[config.mk]
export PLATFORM = sky130hd
export DESIGN_NAME = fifo_rd_ctrl
export DESIGN_NICKNAME = d
export VERILOG_FILES = /design/src/rtl/fifo_pkg.sv /design/src/rtl/fifo_rd_outbuf.sv /design/src/rtl/fifo_rd_ctrl.sv
export SDC_FILE = /design/constraint.sdc
export NUM_CORES = 1
export LEC_CHECK = 0
export CAP_MARGIN = 20
export CORE_UTILIZATION = 40
export CTS_CLUSTER_DIAMETER = 120
export DETAILED_ROUTE_END_ITERATION = 10
export PLACE_DENSITY = 0.69
export SLEW_MARGIN = 10
export SYNTH_ARGS = -nofsm -noshare
export SYNTH_HDL_FRONTEND = slang
export SYNTH_SLANG_ARGS = --single-unit
export TNS_END_PERCENT = 1
[constraint.sdc]
create_clock -name clk -period 2.3 [get_ports clk]
set_input_delay 0.46 -clock clk [delete_from_list [all_inputs] [get_ports clk]]
set_output_delay 0.46 -clock clk [all_outputs]
set_load 0.05 [all_outputs]
[src/rtl/fifo_pkg.sv]
// Shared types and helpers for the FIFO read side: pointer width, output-buffer
// state encoding and wrap-safe pointer subtraction.
package fifo_pkg;

  // Encoding equals the number of words held by the output buffer.
  typedef enum logic [1:0] {
    StEmpty = 2'd0,
    StOne   = 2'd1,
    StTwo   = 2'd2
  } outbuf_state_e;

  function automatic int unsigned ptr_w(input int unsigned depth);
    return $clog2(depth);
  endfunction

  function automatic logic [31:0] ptr_diff(input logic [31:0] a, input logic [31:0] b,
                                           input int unsigned width);
    logic [31:0] mask;
    mask = (width >= 32) ? '1 : ((32'd1 << width) - 32'd1);
    return (a - b) & mask;
  endfunction

endpackage

[src/rtl/fifo_rd_outbuf.sv]
// Two-entry output buffer (head + skid) for the FIFO read side, tracked by an
// EMPTY/ONE/TWO FSM; words leave strictly in capture order.
module fifo_rd_outbuf
  import fifo_pkg::*;
#(
  parameter int unsigned DATA_SIZE = 8
) (
  input  logic                 clk,
  input  logic                 reset_n,
  input  logic                 capture_i,
  input  logic                 pop_i,
  input  logic [DATA_SIZE-1:0] wdata_i,
  output logic                 out_valid_o,
  output logic [DATA_SIZE-1:0] out_data_o,
  output logic [1:0]           held_o
);

  outbuf_state_e        state_q, state_d;
  logic [DATA_SIZE-1:0] head_q, head_d;
  logic [DATA_SIZE-1:0] skid_q, skid_d;

  always_ff @(posedge clk or negedge reset_n) begin
    if (!reset_n) begin
      state_q <= StEmpty;
      head_q  <= '0;
      skid_q  <= '0;
    end else begin
      state_q <= state_d;
      head_q  <= head_d;
      skid_q  <= skid_d;
    end
  end

  always_comb begin
    state_d = state_q;
    head_d  = head_q;
    skid_d  = skid_q;
    unique case (state_q)
      StEmpty: begin
        if (capture_i) begin
          state_d = StOne;
          head_d  = wdata_i;
        end
      end
      StOne: begin
        if (capture_i && pop_i) begin
          head_d = wdata_i;
        end else if (capture_i) begin
          state_d = StTwo;
          skid_d  = wdata_i;
        end else if (pop_i) begin
          state_d = StEmpty;
        end
      end
      StTwo: begin
        // Credit logic never captures while two words are held.
        if (pop_i) begin
          state_d = StOne;
          head_d  = skid_q;
        end
      end
      default: state_d = StEmpty;
    endcase
  end

  always_comb begin
    out_valid_o = (state_q != StEmpty);
    held_o      = state_q;
  end

  assign out_data_o = head_q;

endmodule

[src/rtl/fifo_rd_ctrl.sv]
// Read-side FIFO controller: owns rd_ptr, issues RAM reads under a 2-word credit
// limit and streams words out. Optional almost_empty under FIFO_RD_AEMPTY_EN.
module fifo_rd_ctrl
  import fifo_pkg::*;
#(
  parameter  int unsigned DATA_SIZE     = 8,
  parameter  int unsigned ADDR_DEPTH    = 8,
  parameter  int unsigned AEMPTY_THRESH = 2,
  localparam int unsigned PTR_W         = ptr_w(ADDR_DEPTH)
) (
  input  logic                 clk,
  input  logic                 reset_n,
  input  logic [PTR_W:0]       wr_ptr,
  input  logic [DATA_SIZE-1:0] mem_rdata,
  input  logic                 out_ready,
  output logic                 mem_rd_en,
  output logic [PTR_W-1:0]     mem_raddr,
  output logic [PTR_W:0]       rd_ptr,
  output logic                 out_valid,
  output logic [DATA_SIZE-1:0] out_data,
  output logic                 fifo_empty,
`ifdef FIFO_RD_AEMPTY_EN
  output logic                 almost_empty,
`endif
  output logic [PTR_W:0]       fifo_count
);

  if (ADDR_DEPTH < 2 || (ADDR_DEPTH & (ADDR_DEPTH - 1)) != 0 ||
      AEMPTY_THRESH > ADDR_DEPTH + 2) begin : g_param_err
    $error("fifo_rd_ctrl: illegal ADDR_DEPTH or AEMPTY_THRESH");
  end

  logic [PTR_W:0] rd_ptr_q, rd_ptr_d;
  logic           inflight_q, inflight_d;
  logic           pop;
  logic [1:0]     held;
  logic [2:0]     occ;

  always_ff @(posedge clk or negedge reset_n) begin
    if (!reset_n) begin
      rd_ptr_q   <= '0;
      inflight_q <= 1'b0;
    end else begin
      rd_ptr_q   <= rd_ptr_d;
      inflight_q <= inflight_d;
    end
  end

  assign fifo_empty = (wr_ptr == rd_ptr_q);
  assign fifo_count = (PTR_W + 1)'(ptr_diff(32'(wr_ptr), 32'(rd_ptr_q), PTR_W + 1));

  // Words held or arriving after this edge must stay within the 2-entry buffer.
  always_comb begin
    pop        = out_valid & out_ready;
    occ        = 3'(held) + 3'(inflight_q) - 3'(pop);
    mem_rd_en  = reset_n & ~fifo_empty & (occ < 3'd2);
    rd_ptr_d   = mem_rd_en ? rd_ptr_q + {{PTR_W{1'b0}}, 1'b1} : rd_ptr_q;
    inflight_d = mem_rd_en;
  end

  assign mem_raddr = rd_ptr_q[PTR_W-1:0];
  assign rd_ptr    = rd_ptr_q;

  fifo_rd_outbuf #(
    .DATA_SIZE (DATA_SIZE)
  ) u_outbuf (
    .clk         (clk),
    .reset_n     (reset_n),
    .capture_i   (inflight_q),
    .pop_i       (pop),
    .wdata_i     (mem_rdata),
    .out_valid_o (out_valid),
    .out_data_o  (out_data),
    .held_o      (held)
  );

`ifdef FIFO_RD_AEMPTY_EN
  logic             aempty_q, aempty_d;
  logic [PTR_W+1:0] total;

  always_comb begin
    total    = (PTR_W + 2)'(fifo_count) + (PTR_W + 2)'(held);
    aempty_d = (total <= (PTR_W + 2)'(AEMPTY_THRESH));
  end

  always_ff @(posedge clk or negedge reset_n) begin
    if (!reset_n) begin
      aempty_q <= 1'b1;
    end else begin
      aempty_q <= aempty_d;
    end
  end

  assign almost_empty = aempty_q;
`endif

endmodule

# Yosys cells after proc, flatten, opt, wreduce, memory -nomap -nowiden
# Index checks and enable logic that the tools add are counted.
[totals] regBits=23 inputBits=15 out_inout_bits=22 word_cells=40
[op_classes] n_addsub=4 order_cmp=1 eq_ne=8 mux=10 bitwise=5 n_reduce_logical=7
[ops] operator="2-to-1 mux 8 bit" count=3
[ops] operator="case mux 8 bit (3 select lines)" count=1
[ops] operator="2-to-1 mux 2 bit" count=5
[ops] operator="AND reduction 4 bit" count=2
[ops] operator="case mux 2 bit (3 select lines)" count=1
[ops] operator="adder 4 x 1 -> 4 bit (second input constant)" count=1
[ops] operator="== test 4 bit" count=1
[ops] operator="!= test 2 x 1 -> 1 bit (second input constant)" count=2
[ops] operator="!= test 2 bit (second input constant)" count=2
[ops] operator="subtractor 4 bit" count=1
[ops] operator="adder 2 x 1 -> 3 bit" count=1
[ops] operator="bitwise AND 1 bit" count=3
[ops] operator="less-than comparator 3 x 2 -> 1 bit (second input constant)" count=1
[ops] operator="!= test 3 x 2 -> 1 bit (second input constant)" count=1
[ops] operator="AND reduction 3 bit" count=1
[ops] operator="nonzero test 3 bit" count=1
[ops] operator="subtractor 3 x 1 -> 3 bit" count=1
[ops] operator="== test 2 x 1 -> 1 bit (second input constant)" count=1
[ops] operator="== test 2 bit (second input constant)" count=1
[ops] operator="logical NOT 2 bit" count=1
[ops] operator="inverter 1 bit" count=2
[ops] operator="nonzero test 2 bit" count=1
[ops] operator="logical AND 1 bit" count=1

# Depth between registers and ports, before layout
[logic_depth] ltp_word=6 depth_mapped=8 mapped_depth_nobuf=8

# Hierarchy
# Synthesis repeated with hierarchy kept, for this count alone.
[unflattened] hier_cells=96 hier_area_um2=1265.0
[by_module_without_submodules] module="fifo_rd_outbuf" instances=1 cells_each=55 area_each_um2=837.1 seq_area_each_um2=450.4
[by_module_without_submodules] module="fifo_rd_ctrl" instances=1 cells_each=41 area_each_um2=427.9 seq_area_each_um2=125.1

# Worst setup path after synthesis
# OpenSTA, ideal clock, no wires.
[synth_path] path_type="register to output" start="register rd_ptr_q[1], in the netlist rd_ptr[1]" end="output port fifo_count[3]" t_arrival_ps=2232 required_ps=1840 setup_slack_ps=-392 stages_incl_launch_ff=6 n_path_buf=0 path_cell_list="dfrtp_1 inv_1 ha_1 a21o_1 a21oi_1 xor2_1"
[synth_via] elab_chain_cells=1
[synth_lines] element="start: declaration" line_no="fifo_rd_ctrl.sv:33" source="logic [PTR_W:0] rd_ptr_q, rd_ptr_d;"
[synth_lines] element="start signal: assignment" line_no="fifo_rd_ctrl.sv:44" source="rd_ptr_q <= rd_ptr_d;"
[synth_lines] element="subtractor 4 bit" line_no="fifo_pkg.sv:20" source="return (a - b) & mask;"
[synth_lines] element="end: declaration" line_no="fifo_rd_ctrl.sv:25" source="output logic [PTR_W:0] fifo_count"
# Every way passes these cells.

# Worst setup path in the final report
[layout_path] start="register u_outbuf.state_q[0], in the netlist u_outbuf.held_o[0]" end="output port mem_rd_en"
[layout_via] elab_chain_cells=5 elab_cells_between_ends=6 cone_classes="add/sub: 2; order compare: 1; bitwise: 2; reduce/logical: 1"
[layout_lines] element="start: declaration" line_no="fifo_rd_outbuf.sv:18" source="outbuf_state_e state_q, state_d;"
[layout_lines] element="start signal: assignment" line_no="fifo_rd_outbuf.sv:24" source="state_q <= StEmpty;"
[layout_lines] element="start signal: assignment" line_no="fifo_rd_outbuf.sv:28" source="state_q <= state_d;"
[layout_lines] element="parallel branches: the longest is 2 deep, another holds adder 2 x 1 -> 3 bit"
[layout_lines] element="subtractor 3 x 1 -> 3 bit (*)" line_no="fifo_rd_ctrl.sv:55" source="occ = 3'(held) + 3'(inflight_q) - 3'(pop);"
[layout_lines] element="less-than comparator 3 x 2 -> 1 bit (*)" line_no="fifo_rd_ctrl.sv:56" source="mem_rd_en = reset_n & ~fifo_empty & (occ < 3'd2);"
[layout_lines] element="bitwise AND 1 bit (*)" line_no="fifo_rd_ctrl.sv:56"
[layout_lines] element="end: declaration" line_no="fifo_rd_ctrl.sv:16" source="output logic mem_rd_en,"
# Mark *: on every way between the ends.

==> results.md <==
- The flow ran to the end, but the final reports show violations.
- The number of cells on the worst hold path is 2.
- The number of vias after detailed routing is around 910.
- The Yosys warning count is 0.
- The I/O pin count is 37.
- For this run, design rule violations remaining after detail routing come to 8.
- The worst clock skew on the final layout is 0.0109 ns.
- TritonCTS built the clock tree.
- The data required time of the worst path is between 1.5 and 2 ns.
- The total wire length after detailed routing is 2510 um.
- For this run, the detailed router's first-pass iteration total came to 7.
- The routed length per instance is 13.7 um.
- In the post-route analysis, the smallest setup slack over all paths is -0.0936 ns.
- Input and output buffers added on the ports amount to 36.
- CTS placed an instance of sky130_fd_sc_hd__clkbuf_4 at the clock tree root.
- In this run the critical register-to-register path is captured at rd_ptr[3].
- Relative to the synthesized area, the layout overhead comes to 52.3%.
- In this run, CTS created clock tree buffers numbering 3.
- In the final timing run, aggregate negative setup slack is -0.115 ns.
- For this run, the post-layout net count is 174.
- The die is 56.9 um wide.
- Setup repair after global routing could not meet its margin everywhere.
- The unique cell type count in the Yosys netlist is 27.
- Dividing the final minimum period by the clock period gives 104%.
- The detailed router finished its first iteration with 13 violations.
- In this run the worst path has a maximum fanout of 2.
- Counting along the longest clock path gives a buffer depth of 2.
- The wire-length estimate of the detail-placed layout is 1960 um.
- Traced cell by cell, the critical path runs through nand3b_1 > inv_2 > o21ai_2 > fa_2 > o2111a_4 > buf_12.
- The setup check on the worst reg-to-reg path leaves a slack of ~0.24 ns.
- The clock transition at the registers of the reported paths is 0.12 ns.
- The CTS sink count is 23.
- The final reports fail on design-rule violations, negative setup slack.
- Headroom to the max-slew limit came out at between 60% and 70%.
- The critical path is of the flip-flop to output port type.
- At the end of routability-driven placement, the weighted congestion stood at 0.817.
- In the final layout, the share of cells above drive strength 1 is 29.6%.
- The total core area is 2810 um2.
- Setup violations remaining at the end of the flow were counted as 2.
- CTS built an H-tree with a depth of 1.
- The global-route wire length before repair is about 4200 um.
- The number of antenna violations at the first check in global routing was 0.
- Counting the fill cells in the layout gives 240.
- Entering global routing, the biggest net connects 24 pins.
- The max-slew violation total from the final report is 0.
- Across the run, the number of max-cap violations was 0.
- The maximum single-stage delay on the critical path is 0.53 ns.
- The remaining antenna violation count is 0.
- In this run the mean area of a mapped cell was 11.6 um2.
- The launch point of the worst reg-to-reg path is u_outbuf.held_o[0].
- The via count of the first global-routing pass came to 970.
- After synthesis, the largest area contributor takes up 47.8% of total cell area.
- The full die area is between 3000 and 4000 um2.
- The number of storage elements in the synthesis netlist is 23.
- The latest clock arrival within the worst-skew pair is 0.32 ns.
- The cell count of the worst reg-to-reg path is 9.
- The floorplan has 19 rows.
- The initial standard-cell utilization of the core is roughly 43%.
- The global-route usage over all layers is 17.0%.
- The cell area that synthesis handed to floorplanning was 1200 um2.
- The class of the most critical hold timing path is input port to flip-flop.
- The hold path startpoint is out_ready.
- The dominant cell type by area after synthesis is sky130_fd_sc_hd__dfrtp_1.
- The worst-path cell with the longest stage delay is sky130_fd_sc_hd__fa_2.
- The number of failing hold endpoints at the final stage is 0.
- The hold-critical path endpoint is u_outbuf.held_o[1].
- The routed design could run at a clock period as short as 2.39 ns.
- STA classifies the critical path startpoint as a flip-flop.
- The vertical die dimension is 56.9 um.
- Sequential elements use between 40% and 50% of the synthesized area.
- The endpoint arrival time on the critical path is 1.93 ns.
- The number of antenna diodes in the final layout is 0.
- At the pin with the least slew margin, the transition time is between 0.5 and 0.6 ns.
- Static timing analysis puts the maximum clock frequency at 418 MHz.
- Ranked by total cell area, the synthesized netlist is headed by sky130_fd_sc_hd__dfrtp_1, sky130_fd_sc_hd__mux2_1, sky130_fd_sc_hd__mux2i_1, sky130_fd_sc_hd__a21oi_1, sky130_fd_sc_hd__ha_1.
- The number of nets produced by synthesis is 125.
- STA classifies the critical path endpoint as an output port.
- Dividing the detail-routed via count by the number of cells gives 4.98.
- The total congestion overflow after global routing is 0.
- The cell count after synthesis is 104.
## layout make-up
class | count | area (um2) | area share [%]
Inverter | 8 | 30.0 | 1.64
Timing Repair Buffer | 50 | 520 | 28.4
Multi-Input combinational cell | 67 | 639 | 34.9
Sequential cell | 23 | 577 | 31.5
Clock buffer | 3 | 22.5 | 1.23
Tap cell | 31 | 38.8 | 2.12
Clock inverter | 1 | 5.00 | 0.273
## synth_stat cells
cell / instances
sky130_fd_sc_hd__nand2b_1: 1
sky130_fd_sc_hd__and2b_4: 1
sky130_fd_sc_hd__a21oi_1: 10
sky130_fd_sc_hd__nand4_2: 1
sky130_fd_sc_hd__nand3_1: 1
sky130_fd_sc_hd__nand3b_1: 1
sky130_fd_sc_hd__o21ai_4: 1
sky130_fd_sc_hd__mux2_1: 8
sky130_fd_sc_hd__xnor2_1: 5
sky130_fd_sc_hd__nand2_1: 2
sky130_fd_sc_hd__and2_1: 1
sky130_fd_sc_hd__nor2_1: 10
sky130_fd_sc_hd__xor2_2: 1
sky130_fd_sc_hd__o21ai_1: 1
sky130_fd_sc_hd__buf_4: 4
sky130_fd_sc_hd__buf_2: 2
sky130_fd_sc_hd__nor2b_1: 2
sky130_fd_sc_hd__dfrtp_1: 23
sky130_fd_sc_hd__a21o_1: 1
sky130_fd_sc_hd__o2111a_4: 1
sky130_fd_sc_hd__inv_1: 8
sky130_fd_sc_hd__o21ai_0: 2
sky130_fd_sc_hd__mux2i_1: 8
sky130_fd_sc_hd__ha_1: 4
sky130_fd_sc_hd__fa_1: 2
sky130_fd_sc_hd__xor2_1: 2
sky130_fd_sc_hd__or2_2: 1
## registers in the layout, summed over array words and instances (netlist names)
| register | flops |
|---|---|
| inflight_q | 1 |
| rd_ptr | 4 |
| u_outbuf.out_data_o | 8 |
| u_outbuf.held_o | 2 |
| u_outbuf.skid_q | 8 |
## logic make-up after synthesis
family	after synthesis	synth area share, %
fa+ha+maj	6	7.48
simple gates	21	9.25
compound gates	16	9.04
xor+xnor	8	6.45
mux	16	14.1
buf+inv	14	5.82
flops	23	47.8
## stage by stage
stage	utilization (%)	worst slack [ns]	cell area (um2)	hold slack (ns)	instances
floorplan	-	-0.0148	1230	0.164	104
global placement	62.4	-0.356	1750	0.467	178
detailed placement	62.4	-0.422	1750	0.483	178
CTS	64.3	-0.145	1800	0.452	182
global route	65.3	-0.177	1830	0.470	183
finish	65.3	-0.0936	1830	0.454	183
## worst max-delay path: cells and delay by family, from the launching register on
family          cells  cell delay [ns]
buf+inv             2             0.21
fa+ha+maj           1             0.53
compound gates      2             0.29
flops               1             0.39
simple gates        1             0.18
## repair_timing
action,4_1_cts,5_1_grt
setup endpoints to repair,5,3
setup buffers,0,1
hold buffers,0,0
cloned,0,0
pin swaps,5,1
resized for setup,13,4
## layer usage
metal | share of wire [%] | GRT usage (%) | vias to the layer above
li1 | - | - | 440
met1 | 41 | 21.0 | 440
met2 | 53 | 28.9 | 28
met3 | 4.9 | 3.23 | 4
met4 | 1.2 | 7.67 | 0
met5 | 0 | 0 | -
## worst max-delay path by stage
stage                       start             to  slack [ns]  cells after the start
2_1_floorplan           rd_ptr[0]  fifo_count[2]       -0.01                      3
4_1_cts        u_outbuf.held_o[0]      mem_rd_en       -0.15                      6
3_5_place_dp            out_ready      mem_rd_en       -0.42                      8
5_1_grt        u_outbuf.held_o[0]      mem_rd_en       -0.18                      7
6_report       u_outbuf.held_o[0]      mem_rd_en       -0.09                      6
3_3_place_gp            out_ready      mem_rd_en       -0.36                      7
## layout by cell type (no fill, tap or decap), types with 2 or more instances in the layout
master,Yosys,layout
sky130_fd_sc_hd__clkdlybuf4s50_1,0,26
sky130_fd_sc_hd__dfrtp_1,23,22
sky130_fd_sc_hd__buf_4,4,14
sky130_fd_sc_hd__nor2_1,10,9
sky130_fd_sc_hd__a21oi_1,10,9
sky130_fd_sc_hd__mux2_1,8,8
sky130_fd_sc_hd__mux2i_1,8,8
sky130_fd_sc_hd__buf_12,0,6
sky130_fd_sc_hd__inv_1,8,5
sky130_fd_sc_hd__dlygate4sd2_1,0,4
sky130_fd_sc_hd__inv_2,0,3
sky130_fd_sc_hd__xnor2_1,5,3
sky130_fd_sc_hd__clkbuf_4,0,3
sky130_fd_sc_hd__xnor2_2,0,2
sky130_fd_sc_hd__nor2b_1,2,2
sky130_fd_sc_hd__nand2_1,2,2
sky130_fd_sc_hd__fa_2,0,2
sky130_fd_sc_hd__ha_4,0,2
Power is not shown: default switching activity piles up to over one toggle a cycle in this logic, so the estimate is an artifact.
